<file path="src/rtl/serial_adder_ctrl.sv">
// serial_adder_ctrl: bit-serial adder, one FullAdder cell, LSB first, carry in a FF.
// Latency: Start accepted at edge E0 -> Done pulse in cycle after edge E0+WIDTH.
// Start is ignored while busy (ADD) or in the DONE cycle; no input backpressure.
//
// Ports:
//   Clk, Reset (async, active-high)
//   Start, Ain[WIDTH], Bin[WIDTH], CarryIn  -- request, sampled only in IDLE
//   Busy, Done, SumOut[WIDTH], CarryOut, Overflow -- status and held result
// Optional feature: define SERIAL_ADD_OVF_EN to compute signed Overflow;
// otherwise Overflow is tied to 0.

module FullAdder (
  input  logic Xin,
  input  logic Yin,
  input  logic Cin,
  output logic Sum,
  output logic Cout
);
  assign Sum  = Xin ^ Yin ^ Cin;
  assign Cout = (Xin & Yin) | (Cin & (Xin ^ Yin));
endmodule

module serial_adder_ctrl #(
  parameter int WIDTH = 8
) (
  input  logic             Clk,
  input  logic             Reset,
  input  logic             Start,
  input  logic [WIDTH-1:0] Ain,
  input  logic [WIDTH-1:0] Bin,
  input  logic             CarryIn,
  output logic             Busy,
  output logic             Done,
  output logic [WIDTH-1:0] SumOut,
  output logic             CarryOut,
  output logic             Overflow
);

  localparam int CW = $clog2(WIDTH) + 1;

  typedef enum logic [1:0] {
    S_IDLE = 2'd0,
    S_ADD  = 2'd1,
    S_DONE = 2'd2
  } state_t;

  state_t           state_q, state_d;
  logic [WIDTH-1:0] a_sr_q, a_sr_d;
  logic [WIDTH-1:0] b_sr_q, b_sr_d;
  logic [WIDTH-1:0] s_sr_q, s_sr_d;
  logic [WIDTH-1:0] sum_q, sum_d;
  logic             carry_q, carry_d;
  logic             cout_q, cout_d;
  logic [CW-1:0]    cnt_q, cnt_d;

  logic             fa_sum;
  logic             fa_cout;
  logic             last_bit;
  logic [WIDTH-1:0] s_sr_next;

  FullAdder u_fa (
    .Xin  (a_sr_q[0]),
    .Yin  (b_sr_q[0]),
    .Cin  (carry_q),
    .Sum  (fa_sum),
    .Cout (fa_cout)
  );

  assign last_bit  = (cnt_q == CW'(WIDTH - 1));
  // Sum bits enter at the MSB so that after WIDTH shifts bit 0 sits at the LSB.
  assign s_sr_next = {fa_sum, s_sr_q[WIDTH-1:1]};

  always_comb begin
    state_d = state_q;
    a_sr_d  = a_sr_q;
    b_sr_d  = b_sr_q;
    s_sr_d  = s_sr_q;
    sum_d   = sum_q;
    carry_d = carry_q;
    cout_d  = cout_q;
    cnt_d   = cnt_q;
    case (state_q)
      S_IDLE: begin
        if (Start) begin
          a_sr_d  = Ain;
          b_sr_d  = Bin;
          carry_d = CarryIn;
          cnt_d   = '0;
          state_d = S_ADD;
        end
      end
      S_ADD: begin
        s_sr_d  = s_sr_next;
        carry_d = fa_cout;
        a_sr_d  = a_sr_q >> 1;
        b_sr_d  = b_sr_q >> 1;
        cnt_d   = cnt_q + CW'(1);
        if (last_bit) begin
          sum_d   = s_sr_next;
          cout_d  = fa_cout;
          state_d = S_DONE;
        end
      end
      S_DONE: state_d = S_IDLE;
      default: state_d = S_IDLE;
    endcase
  end

  always_ff @(posedge Clk or posedge Reset) begin
    if (Reset) begin
      state_q <= S_IDLE;
      a_sr_q  <= '0;
      b_sr_q  <= '0;
      s_sr_q  <= '0;
      sum_q   <= '0;
      carry_q <= 1'b0;
      cout_q  <= 1'b0;
      cnt_q   <= '0;
    end else begin
      state_q <= state_d;
      a_sr_q  <= a_sr_d;
      b_sr_q  <= b_sr_d;
      s_sr_q  <= s_sr_d;
      sum_q   <= sum_d;
      carry_q <= carry_d;
      cout_q  <= cout_d;
      cnt_q   <= cnt_d;
    end
  end

`ifdef SERIAL_ADD_OVF_EN
  logic ovf_q, ovf_d;

  // On the final bit edge carry_q is the carry into the MSB; signed overflow
  // is its XOR with the carry out of the MSB.
  assign ovf_d = (state_q == S_ADD && last_bit) ? (carry_q ^ fa_cout) : ovf_q;

  always_ff @(posedge Clk or posedge Reset) begin
    if (Reset) ovf_q <= 1'b0;
    else       ovf_q <= ovf_d;
  end

  assign Overflow = ovf_q;
`else
  assign Overflow = 1'b0;
`endif

  assign Busy     = (state_q == S_ADD);
  assign Done     = (state_q == S_DONE);
  assign SumOut   = sum_q;
  assign CarryOut = cout_q;

endmodule
</file>
<file path="config.mk">
export PLATFORM = sky130hd
export DESIGN_NAME = serial_adder_ctrl
export DESIGN_NICKNAME = d
export VERILOG_FILES = /design/src/rtl/serial_adder_ctrl.sv
export SDC_FILE = /design/constraint.sdc
export NUM_CORES = 1
export LEC_CHECK = 0
export ABC_AREA = 0
export BUFFER_PORTS_ARGS = -buffer_cell sky130_fd_sc_hd__buf_2
export CORE_MARGIN = 2
export CORE_UTILIZATION = 38
export CTS_CLUSTER_DIAMETER = 50
export DETAILED_ROUTE_END_ITERATION = 6
export HOLD_SLACK_MARGIN = 0.1
export SYNTH_ARGS = -nofsm -noshare
export SYNTH_HDL_FRONTEND = slang
export SYNTH_SLANG_ARGS = --single-unit
</file>
<file path="constraint.sdc">
create_clock -name Clk -period 1.9 [get_ports Clk]
set_clock_uncertainty 0.15 [all_clocks]
set_input_delay 0.095 -clock Clk [delete_from_list [all_inputs] [get_ports Clk]]
set_output_delay 0.095 -clock Clk [all_outputs]
set_load 0.1 [all_outputs]
</file>
* Yosys cells after proc, flatten, opt, wreduce, memory -nomap -nowiden
Index checks and enable logic that the tools add are counted.
Storage, ports and cells: logic and storage cells 35, input bits 20, register bits after elaboration 40, output and inout bits 12
Cells by class: reductions and logical operators 5, muxes and demuxes 11, bitwise logic cells 5, $add $sub $neg 1, equality and inequality tests 5
Operators with widths (number):
- case mux 8 bit (2 select lines) | 2
- 2-to-1 mux 8 bit | 2
- case mux 4 bit (2 select lines) | 1
- AND reduction 2 bit | 3
- adder 4 x 1 -> 4 bit, second input constant | 1
- equality test 4 x 3 -> 1 bit, second input constant | 1
- 2-to-1 mux 2 bit | 2
- 2-to-1 mux 4 bit | 1
- case mux 2 bit (2 select lines) | 1
- bitwise AND 1 bit | 2
- equality test 2 x 1 -> 1 bit, second input constant | 1
- equality test 2 bit, second input constant | 1
- zero test 2 bit | 1
- != test 2 x 1 -> 1 bit, second input constant | 1
- != test 2 bit, second input constant | 1
- case mux 1 bit (2 select lines) | 1
- nonzero test 2 bit | 1
- bitwise XOR 1 bit | 2
- 2-to-1 mux 1 bit | 1
- bitwise OR 1 bit | 1

* Longest topological paths before layout
depth after elaboration 4, depth in mapped cells 5, mapped depth without buffers 4

* By module
Synthesis repeated with hierarchy kept, for this count alone.
Second synthesis, totals: cells, all modules 153, area, all modules 1670.4 µm²
Modules (own cells, without submodules):
- serial_adder_ctrl | sequential area each 975.9 µm², instances 1, cells an instance 152, area an instance 1650.3 µm²
- FullAdder | sequential area each 0.0 µm², instances 1, cells an instance 1, area an instance 20.0 µm²

* Worst setup path after synthesis
OpenSTA, ideal clock, no wires.
kind flip-flop to flip-flop, from register state_q[0], to register cnt_q[1], data required time 1623 ps, path slack -276 ps, cell stages (with the launch flop) 5, data arrival time 1899 ps, buffers on the path 1, cells stage by stage dfrtp_1 nand2b_1 buf_2 clkinv_1 a22o_1
Between the ends: word-level cells in the longest chain between the ends 3, elaborated cells on any way between the ends 6
RTL lines:
- from (decl) | line 47 | state_t state_q, state_d;
- from (signal assigned) | line 120 | state_q <= state_d;
- equality test 2 x 1 -> 1 bit *
- via Busy | line 32 | output logic Busy,
- nonzero test 2 bit (no source line)
- AND reduction 2 bit (no source line)
- to (signal assigned) | line 127 | cnt_q <= cnt_d;
- to (decl) | line 54 | logic [CW-1:0] cnt_q, cnt_d;
Mark *: on every way through the listed nets, which the timed path passes. The rest lies on a longest branch. A chain may end at the register's enable or synchronous reset.

* Worst setup path in the final report
from register state_q[1], to output port Done
Between the ends: word-level cells in the longest chain between the ends 1
RTL lines:
- equality test 2 bit | line 149 | assign Done = (state_q == S_DONE);
- to (decl) | line 33 | output logic Done,
Every way passes these cells.

==> out/summary.json <==
{
  "critical_path": {
    "cpMaxStageDelayCell": "sky130_fd_sc_hd__buf_2",
    "cp_data_required_time_ns": 1.65,
    "kind_of_critical_path": "reg -> out",
    "crit_family": "buffers and inverters",
    "timing.critical_path.cells": "buf_4 > inv_1 > nor2_2 > buf_2",
    "startpoint_type": "flop",
    "worst-path-max-fanout": 19,
    "path_buf_inv": 3,
    "worstSetupEndpointType": "output port",
    "critical_path_at_ns": 1.49,
    "cp_slowest_stage_delay_ns": 0.42
  },
  "detailed_routing": {
    "route.final.wire_length_um": 3270,
    "antenna_violating_nets_post_route": 0,
    "first_pass_iters": 4,
    "drt_iter0_markers": 70,
    "routed-via-count": 1329,
    "vias_per_cell": 5.11,
    "drt_drc_violations_left": 0,
    "wl_per_cell_um": 12.6
  },
  "sta": {
    "final_layout_setup_total_negative_slack_ns": 0,
    "finalHoldWorstSlack_ns": 0.119,
    "final.min_clock_period_ns": 1.73,
    "max_freq_mhz": 578,
    "slew_viol_final": 0,
    "setup_repair_after_global_routing_missed_its_margin": "false",
    "post-route-worst-setup-slack_ns": 0.169,
    "report.final.hold_viol_count": 0,
    "timing.final.crit_share_pct": 91.1,
    "finalSetupViolations": 0
  },
  "placed_design": {
    "dpl_cells": 233,
    "dp_worst_setup_slack_ns": 0.107,
    "place.detailed.hpwl_um": 2220,
    "port_buffers": 30,
    "last_weighted_congestion_value_of_the_routability_driven_placer": 0.684
  },
  "pwr": {
    "power_switching_share_pct": 47.9,
    "seqPwrFrac_pct": 35.4,
    "cell_pwr_density_nw_per_um2": 1800,
    "power_report.internal_total_mw": 2.05,
    "net-switching-power_mw": 1.89,
    "power.clock.fraction_pct": 13.6,
    "vdd_drop_max_uv": 588,
    "power.leakage_nw": 1.05,
    "p_comb_share_pct": 51.0
  },
  "floorplanning": {
    "floorplan.die.width_um": 70.0,
    "fp.coreArea_um2": 4090,
    "io-pin-count": 32,
    "start_util_pct": 40.4,
    "die_area_um2": 4890,
    "floorplan.die.height_um": 70.0,
    "floorplan.rows": 23
  },
  "synth": {
    "synth_area_leader_cell": "sky130_fd_sc_hd__dfrtp_1",
    "primary_flip_flop_cell_chosen_by_synthesis_mapping": "sky130_fd_sc_hd__dfrtp_1",
    "netlist.area_leader.share_pct": 59.0,
    "synthesis.area_um2": 1650,
    "leading_post_synthesis_cells_by_instance_count": "sky130_fd_sc_hd__dfrtp_1 (39), sky130_fd_sc_hd__nand2_1 (39), sky130_fd_sc_hd__o21ai_0 (17)",
    "number_of_synthesized_flops_with_an_enable_pin": 0,
    "synth.net_count": 176,
    "synth.avg_cell_area_um2": 10.7,
    "synthArstFlopShare_pct": 100,
    "ys_seq_elements": 39,
    "syn_inst": 154,
    "yosys_warnings": 0,
    "yosys-top-cells-area": "sky130_fd_sc_hd__dfrtp_1 (59%), sky130_fd_sc_hd__nand2_1 (8.9%), sky130_fd_sc_hd__a22oi_1 (6.8%)",
    "yosysUniqueCellTypes": 26,
    "yosysSeqAreaShare_pct": 59.0
  },
  "cts": {
    "cts_resized": 0,
    "clk_path_buf_depth": 2,
    "clk_transition_reported_paths_ns": 0.08,
    "buffer_cell_driving_the_clock_tree_root": "sky130_fd_sc_hd__clkbuf_8",
    "numClockSinks": 39,
    "worst_skew_pair.late_latency_ns": 0.29,
    "clock_tree_from_tritoncts": "done",
    "cts-htree-levels": 2,
    "cts-buffers-inserted": 5
  },
  "global_routing": {
    "global_route_wire_length_before_repair_um": 5890,
    "grt_max_degree": 40,
    "grt_util_met3_pct": 3.61,
    "grt.met2_usage_pct": 27.4,
    "grt_pass1_vias": 1372,
    "grt.busiest_layer": "met2",
    "grt_util_met1_pct": 17.4,
    "groute.usage.overall_pct": 15.2,
    "grt_remaining_overflow": 0,
    "antenna_found_initial": 0
  },
  "run_status": {
    "status": "complete, no violations"
  },
  "cells_and_area": {
    "n_antenna_cell": 0,
    "finish.cell_count_without_fillers": 260,
    "area_growth_syn_to_layout_pct": 32.3,
    "drive_above_1_share_pct": 28.6,
    "layout.filler_cells": 383,
    "nets": 231
  },
  "job": {
    "max_cap_viol_count": 0
  },
  "worst_hold_path": {
    "worstHoldPathType": "in -> reg"
  }
}
-- per-stage QoR --
| stage | area [µm²] | utilization (%) | total power, mW |
|---|---|---|---|
| 2_1_floorplan | 1660 | - | 2.91 |
| 3_3_place_gp | 1900 | 46.6 | 3.32 |
| 3_5_place_dp | 1900 | 46.6 | 3.39 |
| 4_1_cts | 2170 | 53.0 | 3.95 |
| 5_1_grt | 2190 | 53.5 | 4.20 |
| 6_report | 2190 | 53.5 | 3.93 |
-- worst paths after layout --
kind,slack [ns],depth (start not counted),from,endpoint
worst min-delay path,0.12,4,Bin[0],b_sr_q[0]
worst min register to register,0.33,2,s_sr_q[1],s_sr_q[1]
worst max register to register,0.23,5,cnt_q[0],SumOut[5]
max in group asynchronous,0.96,4,Reset,b_sr_q[2]
min in group asynchronous,0.30,4,Reset,SumOut[6]
worst max-delay path,0.17,4,state_q[1],Done
-- layout make-up --
type	count	area, µm²	share of cell area (%)
Clock inverter	3	15.0	0.686
Tap cell	50	62.6	2.86
Clock buffer	5	68.8	3.15
Multi-Input combinational cell	103	627	28.7
Timing Repair Buffer	57	425	19.5
Sequential cell	39	976	44.6
Inverter	3	12.5	0.572
-- routing by layer --
layer | wire [µm] | part of all wire [%]
met1 | 1380 | 42
met2 | 1700 | 52
met3 | 143 | 4.4
met4 | 42 | 1.3
met5 | 0 | 0
-- sequential cells by signal (all words and copies together) (netlist names) --
register,flops
a_sr_q,8
cnt_q,4
SumOut,8
s_sr_q,7
carry_q,1
state_q,2
CarryOut,1
b_sr_q,8
-- power by group through the flow --
stage	clock, mW	sequential, mW	combinational [mW]
after floorplan	0	2.01	0.906
after global placement	0	1.39	1.94
after detailed placement	0	1.42	1.97
after CTS	0.545	1.40	2.01
after global routing	0.596	1.45	2.15
final	0.534	1.39	2.00
-- layout by cell type, fill, tap and decap left out, types with 2 or more instances in the layout --
master                          count
sky130_fd_sc_hd__nor2_1             2
sky130_fd_sc_hd__buf_12             2
sky130_fd_sc_hd__clkinv_2           4
sky130_fd_sc_hd__a21oi_1            2
sky130_fd_sc_hd__buf_2             29
sky130_fd_sc_hd__clkbuf_8           5
sky130_fd_sc_hd__nor2b_1            3
sky130_fd_sc_hd__dlygate4sd3_1     18
sky130_fd_sc_hd__buf_4              8
sky130_fd_sc_hd__a22o_1             2
sky130_fd_sc_hd__o21ai_0           17
sky130_fd_sc_hd__a22oi_1           15
sky130_fd_sc_hd__dfrtp_1           39
sky130_fd_sc_hd__mux2_2            10
sky130_fd_sc_hd__inv_1              2
sky130_fd_sc_hd__nand2_1           39
-- cell families (layout without fill, tap and decap cells) --
kind of cell	Yosys count	in the layout	synth area share, %
compound gates	40	40	15.5
simple gates	50	50	13.2
other cells	1	1	0.227
buf+inv	12	68	3.18
fa+ha+maj	2	2	1.97
mux	10	10	6.81
flops	39	39	59.0
-- worst min-delay path, delay by kind of cell --
family	cells	cell delay [ns]
AOI/OAI and AO/OA	2	0.19
and+or+nand+nor	1	0.15
buffers and inverters	1	0.08
-- what timing repair did --
action                                  CTS  global route
hold buffers                             18             0
hold endpoints to repair                 55             0
setup buffers                             0             1
endpoints found under the setup margin    0             2
No activity file was read; power rests on OpenSTA's default activity.
